===== src/rtl/fifo_ptr_ctrl.sv =====
// fifo_ptr_ctrl: pointer and flag controller for a circular buffer on an external
// synchronous dual-port RAM. There is no data path here; only addresses, enables and status.
// Ports:
//   clk, rst          clock and asynchronous active-high reset
//   clr               synchronous clear of pointers and error flags (beats push/pop)
//   push, pop         write / read requests (strobes, or levels when EDGE_DET=1)
//   wr_en, wr_addr    RAM write enable and address (combinational, same cycle as request)
//   rd_en, rd_addr    RAM read enable and address (combinational, same cycle as request)
//   count             entries stored, 0..DEPTH
//   full, empty       count==DEPTH / count==0
//   almost_full       count >= AF_LEVEL
//   almost_empty      count <= AE_LEVEL
//   overflow          sticky: a push was rejected
//   underflow         sticky: a pop was rejected
module fifo_ptr_ctrl #(
  parameter int unsigned ADDR_W   = 3,
  parameter int unsigned AF_LEVEL = 6,
  parameter int unsigned AE_LEVEL = 2,
  parameter int unsigned EDGE_DET = 0
) (
  input  logic              clk,
  input  logic              rst,
  input  logic              clr,
  input  logic              push,
  input  logic              pop,
  output logic              wr_en,
  output logic [ADDR_W-1:0] wr_addr,
  output logic              rd_en,
  output logic [ADDR_W-1:0] rd_addr,
  output logic [ADDR_W:0]   count,
  output logic              full,
  output logic              empty,
  output logic              almost_full,
  output logic              almost_empty,
  output logic              overflow,
  output logic              underflow
);

  localparam int unsigned PTR_W = ADDR_W + 1;
  localparam int unsigned DEPTH = 1 << ADDR_W;

  logic [PTR_W-1:0] wr_ptr_q, wr_ptr_d;
  logic [PTR_W-1:0] rd_ptr_q, rd_ptr_d;
  logic             push_dly_q, push_dly_d;
  logic             pop_dly_q, pop_dly_d;
  logic             ovf_q, ovf_d;
  logic             unf_q, unf_d;
  logic             push_req, pop_req;

  // Request qualification: optional rising-edge detect so a held key is one request.
  assign push_req = (EDGE_DET != 0) ? (push & ~push_dly_q) : push;
  assign pop_req  = (EDGE_DET != 0) ? (pop  & ~pop_dly_q)  : pop;

  // Status decode from the registered pointers; MSB is the wrap bit.
  assign count        = wr_ptr_q - rd_ptr_q;
  assign empty        = (wr_ptr_q == rd_ptr_q);
  assign full         = (wr_ptr_q[ADDR_W] != rd_ptr_q[ADDR_W]) &&
                        (wr_ptr_q[ADDR_W-1:0] == rd_ptr_q[ADDR_W-1:0]);
  assign almost_full  = (count >= PTR_W'(AF_LEVEL));
  assign almost_empty = (count <= PTR_W'(AE_LEVEL));

  // Same-cycle acceptance; full/empty gating keeps read and write off the same address.
  assign wr_en   = push_req & ~full  & ~clr;
  assign rd_en   = pop_req  & ~empty & ~clr;
  assign wr_addr = wr_ptr_q[ADDR_W-1:0];
  assign rd_addr = rd_ptr_q[ADDR_W-1:0];

  assign overflow  = ovf_q;
  assign underflow = unf_q;

  // Next-state: pointer advance, sticky errors, edge-detect history.
  always_comb begin
    wr_ptr_d   = wr_ptr_q + PTR_W'(wr_en);
    rd_ptr_d   = rd_ptr_q + PTR_W'(rd_en);
    ovf_d      = ovf_q | (push_req & full  & ~clr);
    unf_d      = unf_q | (pop_req  & empty & ~clr);
    push_dly_d = push;
    pop_dly_d  = pop;
    if (clr) begin
      wr_ptr_d = '0;
      rd_ptr_d = '0;
      ovf_d    = 1'b0;
      unf_d    = 1'b0;
    end
  end

  // State registers.
  always_ff @(posedge clk or posedge rst) begin
    if (rst) begin
      wr_ptr_q   <= '0;
      rd_ptr_q   <= '0;
      push_dly_q <= 1'b0;
      pop_dly_q  <= 1'b0;
      ovf_q      <= 1'b0;
      unf_q      <= 1'b0;
    end else begin
      wr_ptr_q   <= wr_ptr_d;
      rd_ptr_q   <= rd_ptr_d;
      push_dly_q <= push_dly_d;
      pop_dly_q  <= pop_dly_d;
      ovf_q      <= ovf_d;
      unf_q      <= unf_d;
    end
  end

  // Sanity: DEPTH must fit the count width used for the level compares.
  if (DEPTH > (1 << 10)) begin : g_depth_chk
    $error("fifo_ptr_ctrl: ADDR_W out of range");
  end

endmodule

===== config.mk =====
export PLATFORM = sky130hd
export DESIGN_NAME = fifo_ptr_ctrl
export DESIGN_NICKNAME = d
export VERILOG_FILES = /design/src/rtl/fifo_ptr_ctrl.sv
export SDC_FILE = /design/constraint.sdc
export NUM_CORES = 1
export LEC_CHECK = 0
export BUFFER_PORTS_ARGS = -buffer_cell sky130_fd_sc_hd__buf_2
export CAP_MARGIN = 10
export CELL_PAD_IN_SITES_DETAIL_PLACEMENT = 0
export CELL_PAD_IN_SITES_GLOBAL_PLACEMENT = 2
export CORE_ASPECT_RATIO = 0.7
export CORE_MARGIN = 4
export CORE_UTILIZATION = 32
export CTS_BUF_LIST = sky130_fd_sc_hd__clkbuf_4
export DETAILED_ROUTE_END_ITERATION = 8
export PLACE_DENSITY_LB_ADDON = 0.1
export REMOVE_ABC_BUFFERS = 1
export SYNTH_ARGS = -nofsm -noshare
export SYNTH_HDL_FRONTEND = slang
export SYNTH_SLANG_ARGS = --single-unit

===== constraint.sdc =====
create_clock -name clk -period 2.95 [get_ports clk]
set_input_delay 0 -clock clk [delete_from_list [all_inputs] [get_ports clk]]
set_output_delay 0 -clock clk [all_outputs]
set_load 0.005 [all_outputs]

Yosys cells after proc, flatten, opt, wreduce, memory -nomap -nowiden

Index checks and enable logic that the tools add are counted.

Word-level logic and storage cells: 30
ROM bits: 0
Bits in registers: 10
RAM bits: 0
Bits in latches: 0
Memories: 0
Output and inout bits: 18

Add/subtract/negate cells: 3
Bitwise operators: 13
Eq/ne operators: 3
Order comparisons: 2
Reductions and logical operators: 1
$mul: 0
Div/mod/pow operators: 0
Mux-type cells: 4
Shift operators: 0

Operators by type and width:

| kind               | count |
|---|---|
| $add 4x1->4        | 2 |
| $and 1x1->1        | 8 |
| $mux 4             | 2 |
| $eq 4x4->1         | 1 |
| $ge 4x3->1 const B | 1 |
| $le 4x2->1 const B | 1 |
| $sub 4x4->4        | 1 |
| $eq 3x3->1         | 1 |
| $not 1->1          | 3 |
| $mux 1             | 2 |
| $or 1x1->1         | 2 |
| $logic_and 1x1->1  | 1 |
| $ne 1x1->1         | 1 |

Longest topological paths before layout

Gate-level depths: netlist of the first run.

Depth after elaboration: 7
Depth in mapped cells: 9

Least setup slack after synthesis of the first run

OpenSTA, ideal clock, no wires.

Path kind: flip-flop to flip-flop
From: register wr_ptr_q[1]
To: register wr_ptr_q[1]
Path buffers: 0
Setup slack: 0.889 ns
Data arrival time: 1.944 ns
Cell stages (with the launch flop): 8
Path through: dfrtp_1 -> ha_1 -> and3_1 -> and2_2 -> nor3b_1 -> ha_1 -> ha_1 -> nor2b_1

Cells in the longest elaborated chain, start to end: 7

RTL lines:

| element                  | line | text |
|---|---|---|
| start, declared          | 42   | `logic [PTR_W-1:0] wr_ptr_q, wr_ptr_d;` |
| start signal, assigned   | 97   | `wr_ptr_q <= wr_ptr_d;` |
| $eq 3x3->1               | 58   | `(wr_ptr_q[ADDR_W-1:0] == rd_ptr_q[ADDR_W-1:0]);` |
| $logic_and 1x1->1        | 57   | `assign full = (wr_ptr_q[ADDR_W] != rd_ptr_q[ADDR_W]) &&` |
| via full                 | 31   | `output logic full,` |
| $not 1->1                | 63   | `assign wr_en = push_req & ~full & ~clr;` |
| $and 1x1->1 (2 in a row) | 63   |  |
| via wr_en                | 26   | `output logic wr_en,` |
| $add 4x1->4              | 73   | `wr_ptr_d = wr_ptr_q + PTR_W'(wr_en);` |
| $mux 4                   | 79   | `if (clr) begin` |
| via wr_ptr_d[1]          | 42   |  |

The timed path passes the listed nets, and every way through them passes these cells.

Final worst setup path of the first run

From: register rd_ptr_q[1]
To: register wr_ptr_q[1]

Cells in the longest elaborated chain, start to end: 7

RTL lines:

| element                  | line | text |
|---|---|---|
| start, declared          | 43   | `logic [PTR_W-1:0] rd_ptr_q, rd_ptr_d;` |
| start signal, assigned   | 98   | `rd_ptr_q <= rd_ptr_d;` |
| $eq 3x3->1               | 58   |  |
| $logic_and 1x1->1        | 57   |  |
| $not 1->1                | 63   |  |
| $and 1x1->1 (2 in a row) | 63   |  |
| $add 4x1->4              | 73   |  |
| $mux 4                   | 79   |  |
| via wr_ptr_d[1]          | 42   |  |

The timed path passes the listed nets, and every way through them passes these cells.

==> results of run 1 <==
metal layers:
metal,wire length (um),track usage
met1,667,0.149
met5,0,0
met4,7,0.0254
met2,550,0.147
met3,116,0.0737
Yosys cell counts, types with 2 or more instances:
cell type	n
ha_1	7
inv_1	7
dfrtp_1	10
nor2b_1	4
nor3_1	2
buf_4	6
xnor2_1	2
xor2_1	3
nand3_1	3
a21oi_1	3
nor2_1	7
and3_1	2
state kept, by name (all words and copies together), names as in the netlist:
register   flops
wr_ptr_q       4
underflow      1
overflow       1
rd_ptr_q       4
timing repair:
action / 4_1_cts / 5_1_grt
gates resized for setup: 0 / 0
buffers inserted: 0 / 0
hold buffers: 2 / 0
endpoints found under the hold margin: 11 / 0
per-stage QoR:
step	power (mW)	utilization	instances
after floorplan	0.181	-	60
after global placement	0.210	0.393	104
after detailed placement	0.210	0.393	104
after CTS	0.313	0.417	110
after global routing	0.327	0.417	110
final	0.306	0.417	110
final timing paths:
check | start | slack, ps | to
setup / recovery | rd_ptr_q[1] | 780 | wr_ptr_q[1]
hold / removal | clr | 50 | wr_ptr_q[0]
setup reg to reg | rd_ptr_q[1] | 780 | wr_ptr_q[1]
hold reg to reg | overflow | 510 | overflow
max in group asynchronous | rst | 2430 | wr_ptr_q[2]
min in group asynchronous | rst | 240 | wr_ptr_q[0]
logic make-up after synthesis:
| family | count (synthesis) | share of synthesized area |
|---|---|---|
| xor gates and xnor gates | 6 | 0.0921 |
| and+or+nand+nor | 22 | 0.177 |
| adders and majority gates | 8 | 0.165 |
| AOI/OAI and AO/OA | 7 | 0.0672 |
| buffers and inverters | 14 | 0.115 |
| DFF | 10 | 0.384 |
report_power, final:
part | leakage (nW) | switching, mW | internal, mW
logic | 0.290 | 0.0314 | 0.0313
clock network | 0.0154 | 0.0501 | 0.0490
registers | 0.137 | 0.00355 | 0.141
total | 0.443 | 0.0850 | 0.221
placed cells by master, fill, tap and decap left out, drive strengths merged, types with 2 or more instances in the layout:
cell type,n
dfrtp,10
dlygate4sd3,2
nor3,2
clkbuf,3
xnor2,2
nand3,3
and3,2
buf,22
inv,7
a21oi,3
nor2,7
ha,7
nor2b,4
xor2,4
layout make-up:
type	count	area [um2]	share of cell area
sequential	10	250	0.318
tap	22	27.5	0.0350
timing repair buffer	24	130	0.165
clock inverter	1	3.75	0.00477
inverter	7	26.3	0.0334
multi-input combinational	43	327	0.415
clock buffer	3	22.5	0.0286
critical path, delay by kind of cell, from the launching register on:
family,cells,cell delay [ps]
fa+ha+maj,3,780
simple gates,4,780
flops,1,400
buf+inv,1,90
==> impl_metrics.toml, run 1 <==
[worst_setup_path]
cp.arrival_ps = 2320
worstPathMaxFanout = 4
cp_slowest_cell = "dfrtp_1"
critPathLaunchType = "register"
end_kind = "register"
worstRegToRegCells = 8
cp_common_cell = "ha_1"
critPathKind = "register to register"
cp_slowest_stage_delay_ps = 400
critical_path_required_ps = 3100
cp_cell_sequence = "inv_1 > ha_1 > and3_1 > and2_2 > nor3b_1 > ha_1 > ha_1 > nor2b_1"

[sta]
skew_ps = 6.56
rsz0062_at_grt = "no"
finalWorstPathRequiredPeriod_ps = 2170
hold_viol = 0
finalWorstSetupSlack_ps = 783
fin_crit_sh = 0.735
setup_viol = 0
fin_hold_ws_ps = 48.1
setup_tns_ps = 0
slew_headroom = 0.744
worst_pin_slew_ps = 384
drv_slew = 0
fmax_mhz = 461

[yosys]
synth_area_um2 = 652
syn_area_per_cell_um2 = 9.73
synth_top_area_frac = 0.384
ys_types = 23
synthCells = 67
synthArstFlopShare = 1.00
synth_edf_count = 0
yosysSeqAreaShare = 0.384
synth_area_leaders = "dfrtp_1 38%, ha_1 13%, buf_4 6.9%"
synth_top_flop_cell = "dfrtp_1"
ys_warn_count = 0
ys_ff_latch = 10
yosys.area.top_type = "dfrtp_1"

[placed_design]
dpl_cell_area_um2 = 741
dp_slack_ps = 820
port_buffers = 22
place_hpwl_um = 1120
gp_congestion = 0.668

[final_layout]
nNetsFinal = 102
diodes = 0
stdcell_area_um2 = 787
n_fill_cell = 200
syn_to_final_growth_pct = 20.7
drive_above_1_share = 0.318

[global_route]
grt.overflow.total = 0
antenna_found_initial = 0
grt_pass1_vias = 498
grt_max_degree = 13
grt.total_usage = 0.111
grt_pass1_wl_um = 2190

[clocking]
numCtsBuffers = 3
clk_pin_slew_ps = 70
clk_latency_ps = 270
cts.htree.levels = 1
cts.sinks = 10
cts_tree = "built"
cts_root_buf = "clkbuf_4"
cts.path.max_buffers = 2

[flow_run]
drv_cap = 0

[route]
firstDrtPassIters = 2
vias_per_cell = 4.48
drt_iter0_markers = 19
vias = 493
drt-wirelength-per-cell_um = 12.2
drc_errors = 0
routed_wl_um = 1340
ant_nets = 0

[floorplan]
fp.dieW_um = 61.9
die_area_um2 = 2830
io_pins = 23
rows = 13
die_h_um = 45.8
core_um2 = 1890
start_util = 0.345

[min_path]
min_path_cells = 2
hold_class = "primary input to register"

[power]
leakagePower_nw = 0.443
power_density_nw_per_um2 = 389
peakVddDrop_mv = 0.284

[run_status]
status = "complete, no violations"
Power figures use the tool's default switching activity.
==> inputs of run 2 (changes only) <==
Settings changed: CORE_UTILIZATION 32 to 26.
Clock period 2.95 ns to 1.8 ns, I/O delays scaled along.
==> impl_metrics.toml, run 2 (same netlist as run 1, synthesis figures left out) <==
[route]
drt-wirelength-per-cell_um = 13.0
drc_errors = 0
ant_nets = 0
routed_wl_um = 1840
vias = 600
firstDrtPassIters = 3
vias_per_cell = 4.26
drt_iter0_markers = 11

[final_layout]
syn_to_final_growth_pct = 77.7
postLayoutCoreUtil = 0.513
nNetsFinal = 124
diodes = 0
most-common-layout-cells = "21 x buf_2, 19 x buf_4, 10 x dfrtp_1"
drive_above_1_share = 0.706
n_fill_cell = 207
final_common_cell = "buf_2"
stdcell_area_um2 = 1160
biggestRegsByFlops = "rd_ptr_q x4, wr_ptr_q x4"
fin_cells = 141

[sta]
fin_hold_ws_ps = 22.7
worst_pin_slew_ps = 405
rsz0062_at_grt = "yes"
finalWorstSetupSlack_ps = -43.9
setup_viol = 3
setup_tns_ps = -58.2
skew_ps = 2.83
slew_headroom = 0.730
hold_viol = 0
fin_crit_sh = 1.02
drv_slew = 0
finalWorstPathRequiredPeriod_ps = 1840
fmax_mhz = 542

[floorplan]
fp.dieW_um = 67.8
io_pins = 23
core_um2 = 2260
die_h_um = 49.9
start_util = 0.288
rows = 14
die_area_um2 = 3390

[clocking]
cts_root_buf = "clkbuf_4"
cts.sinks = 10
cts_tree = "built"
numCtsBuffers = 3
cts.htree.levels = 1
clk_latency_ps = 270
clk_pin_slew_ps = 60
cts.path.max_buffers = 2

[run_status]
violations = "negative setup slack"
status = "complete, but fails checks"

[placed_design]
dpl_cell_area_um2 = 858
place_inst = 128
port_buffers = 22
gp_congestion = 0.780
dp_slack_ps = -278

[worst_setup_path]
r2r_end = "wr_ptr_q[1]"
end_kind = "register"
cp_common_cell = "ha_4"
r2r_start = "wr_ptr_q[0]"
critPathLaunchType = "register"
worst-r2r-setup-slack_ps = -40
worstPathMaxFanout = 2
cp_cell_sequence = "inv_2 > ha_4 > and3_4 > and2_4 > nor3b_4 > ha_4 > ha_4 > nor2b_1"
endpoint = "wr_ptr_q[1]"
cp_slowest_cell = "dfrtp_1"
cp.arrival_ps = 2000
startpoint = "wr_ptr_q[0]"
critical_path_required_ps = 1950
cp_slowest_stage_delay_ps = 390
worstRegToRegCells = 8
critPathKind = "register to register"

[power]
internal_power_mw = 0.415
power_mw = 0.576
leakagePower_nw = 0.576
power_density_nw_per_um2 = 498
combPwrFrac = 0.319
swShare = 0.280
seqPwrFrac = 0.411
peakVddDrop_mv = 0.258
switchingPower_mw = 0.162
clockPowerShare = 0.270

[global_route]
grt.overflow.total = 0
grt_pass1_wl_um = 2960
antenna_found_initial = 0
grt_max_degree = 13
grt.total_usage = 0.123
grt_pass1_vias = 642

[flow_run]
drv_cap = 0

[min_path]
hold_class = "primary input to register"
-- run 2: changes by cell type in the layout (fill, tap and decap cells not counted), sizes merged --
cell	change
buf	+23
clkinv	-1
dlygate4sd3	-1
-- run 2: final cells by class --
| type | instances | area, um2 | share of cell area |
|---|---|---|---|
| timing repair buffer | 46 | 314 | 0.271 |
| sequential | 10 | 250 | 0.216 |
| clock buffer | 3 | 22.5 | 0.0194 |
| inverter | 7 | 26.3 | 0.0227 |
| multi-input combinational | 43 | 505 | 0.436 |
| tap | 32 | 40.0 | 0.0346 |
-- run 2: metal layers --
| layer | routed length (um) | vias to the layer above | track usage |
|---|---|---|---|
| met5 | 0 | - | 0 |
| met1 | 794 | 288 | 0.139 |
| met4 | 28 | 0 | 0.0495 |
| met2 | 904 | 15 | 0.202 |
| met3 | 107 | 4 | 0.0500 |
| li1 | - | 293 | - |
-- run 2: worst min path at each step --
stage,cells after the start,end,startpoint,slack [ps]
floorplan,1,overflow,rst,-160
global placement,2,wr_ptr_q[3],rst,-0.5
detailed placement,2,wr_ptr_q[3],rst,9
CTS,3,overflow,push,20
global route,3,overflow,push,20
finish,3,overflow,push,20
-- run 2: power groups by stage --
stage / logic, mW / registers [mW] / clock network (mW)
6_report: 0.184 / 0.237 / 0.156
3_3_place_gp: 0.123 / 0.240 / 0
5_1_grt: 0.203 / 0.237 / 0.172
2_1_floorplan: 0.0546 / 0.242 / 0
3_5_place_dp: 0.124 / 0.240 / 0
4_1_cts: 0.170 / 0.237 / 0.159
-- run 2: repair_timing --
| item | in CTS | in global routing |
|---|---|---|
| pin swaps | 11 | 16 |
| hold buffers | 1 | 0 |
| setup buffers | 7 | 3 |
| hold endpoints to repair | 10 | 0 |
| setup endpoints to repair | 10 | 11 |
| cloned | 0 | 0 |
| gates resized for setup | 26 | 13 |
-- run 2: critical path, delay by kind of cell, from the launching register on --
family,cells,cell delay (ps)
simple gates,4,680
flops,1,390
buf+inv,1,80
fa+ha+maj,3,570
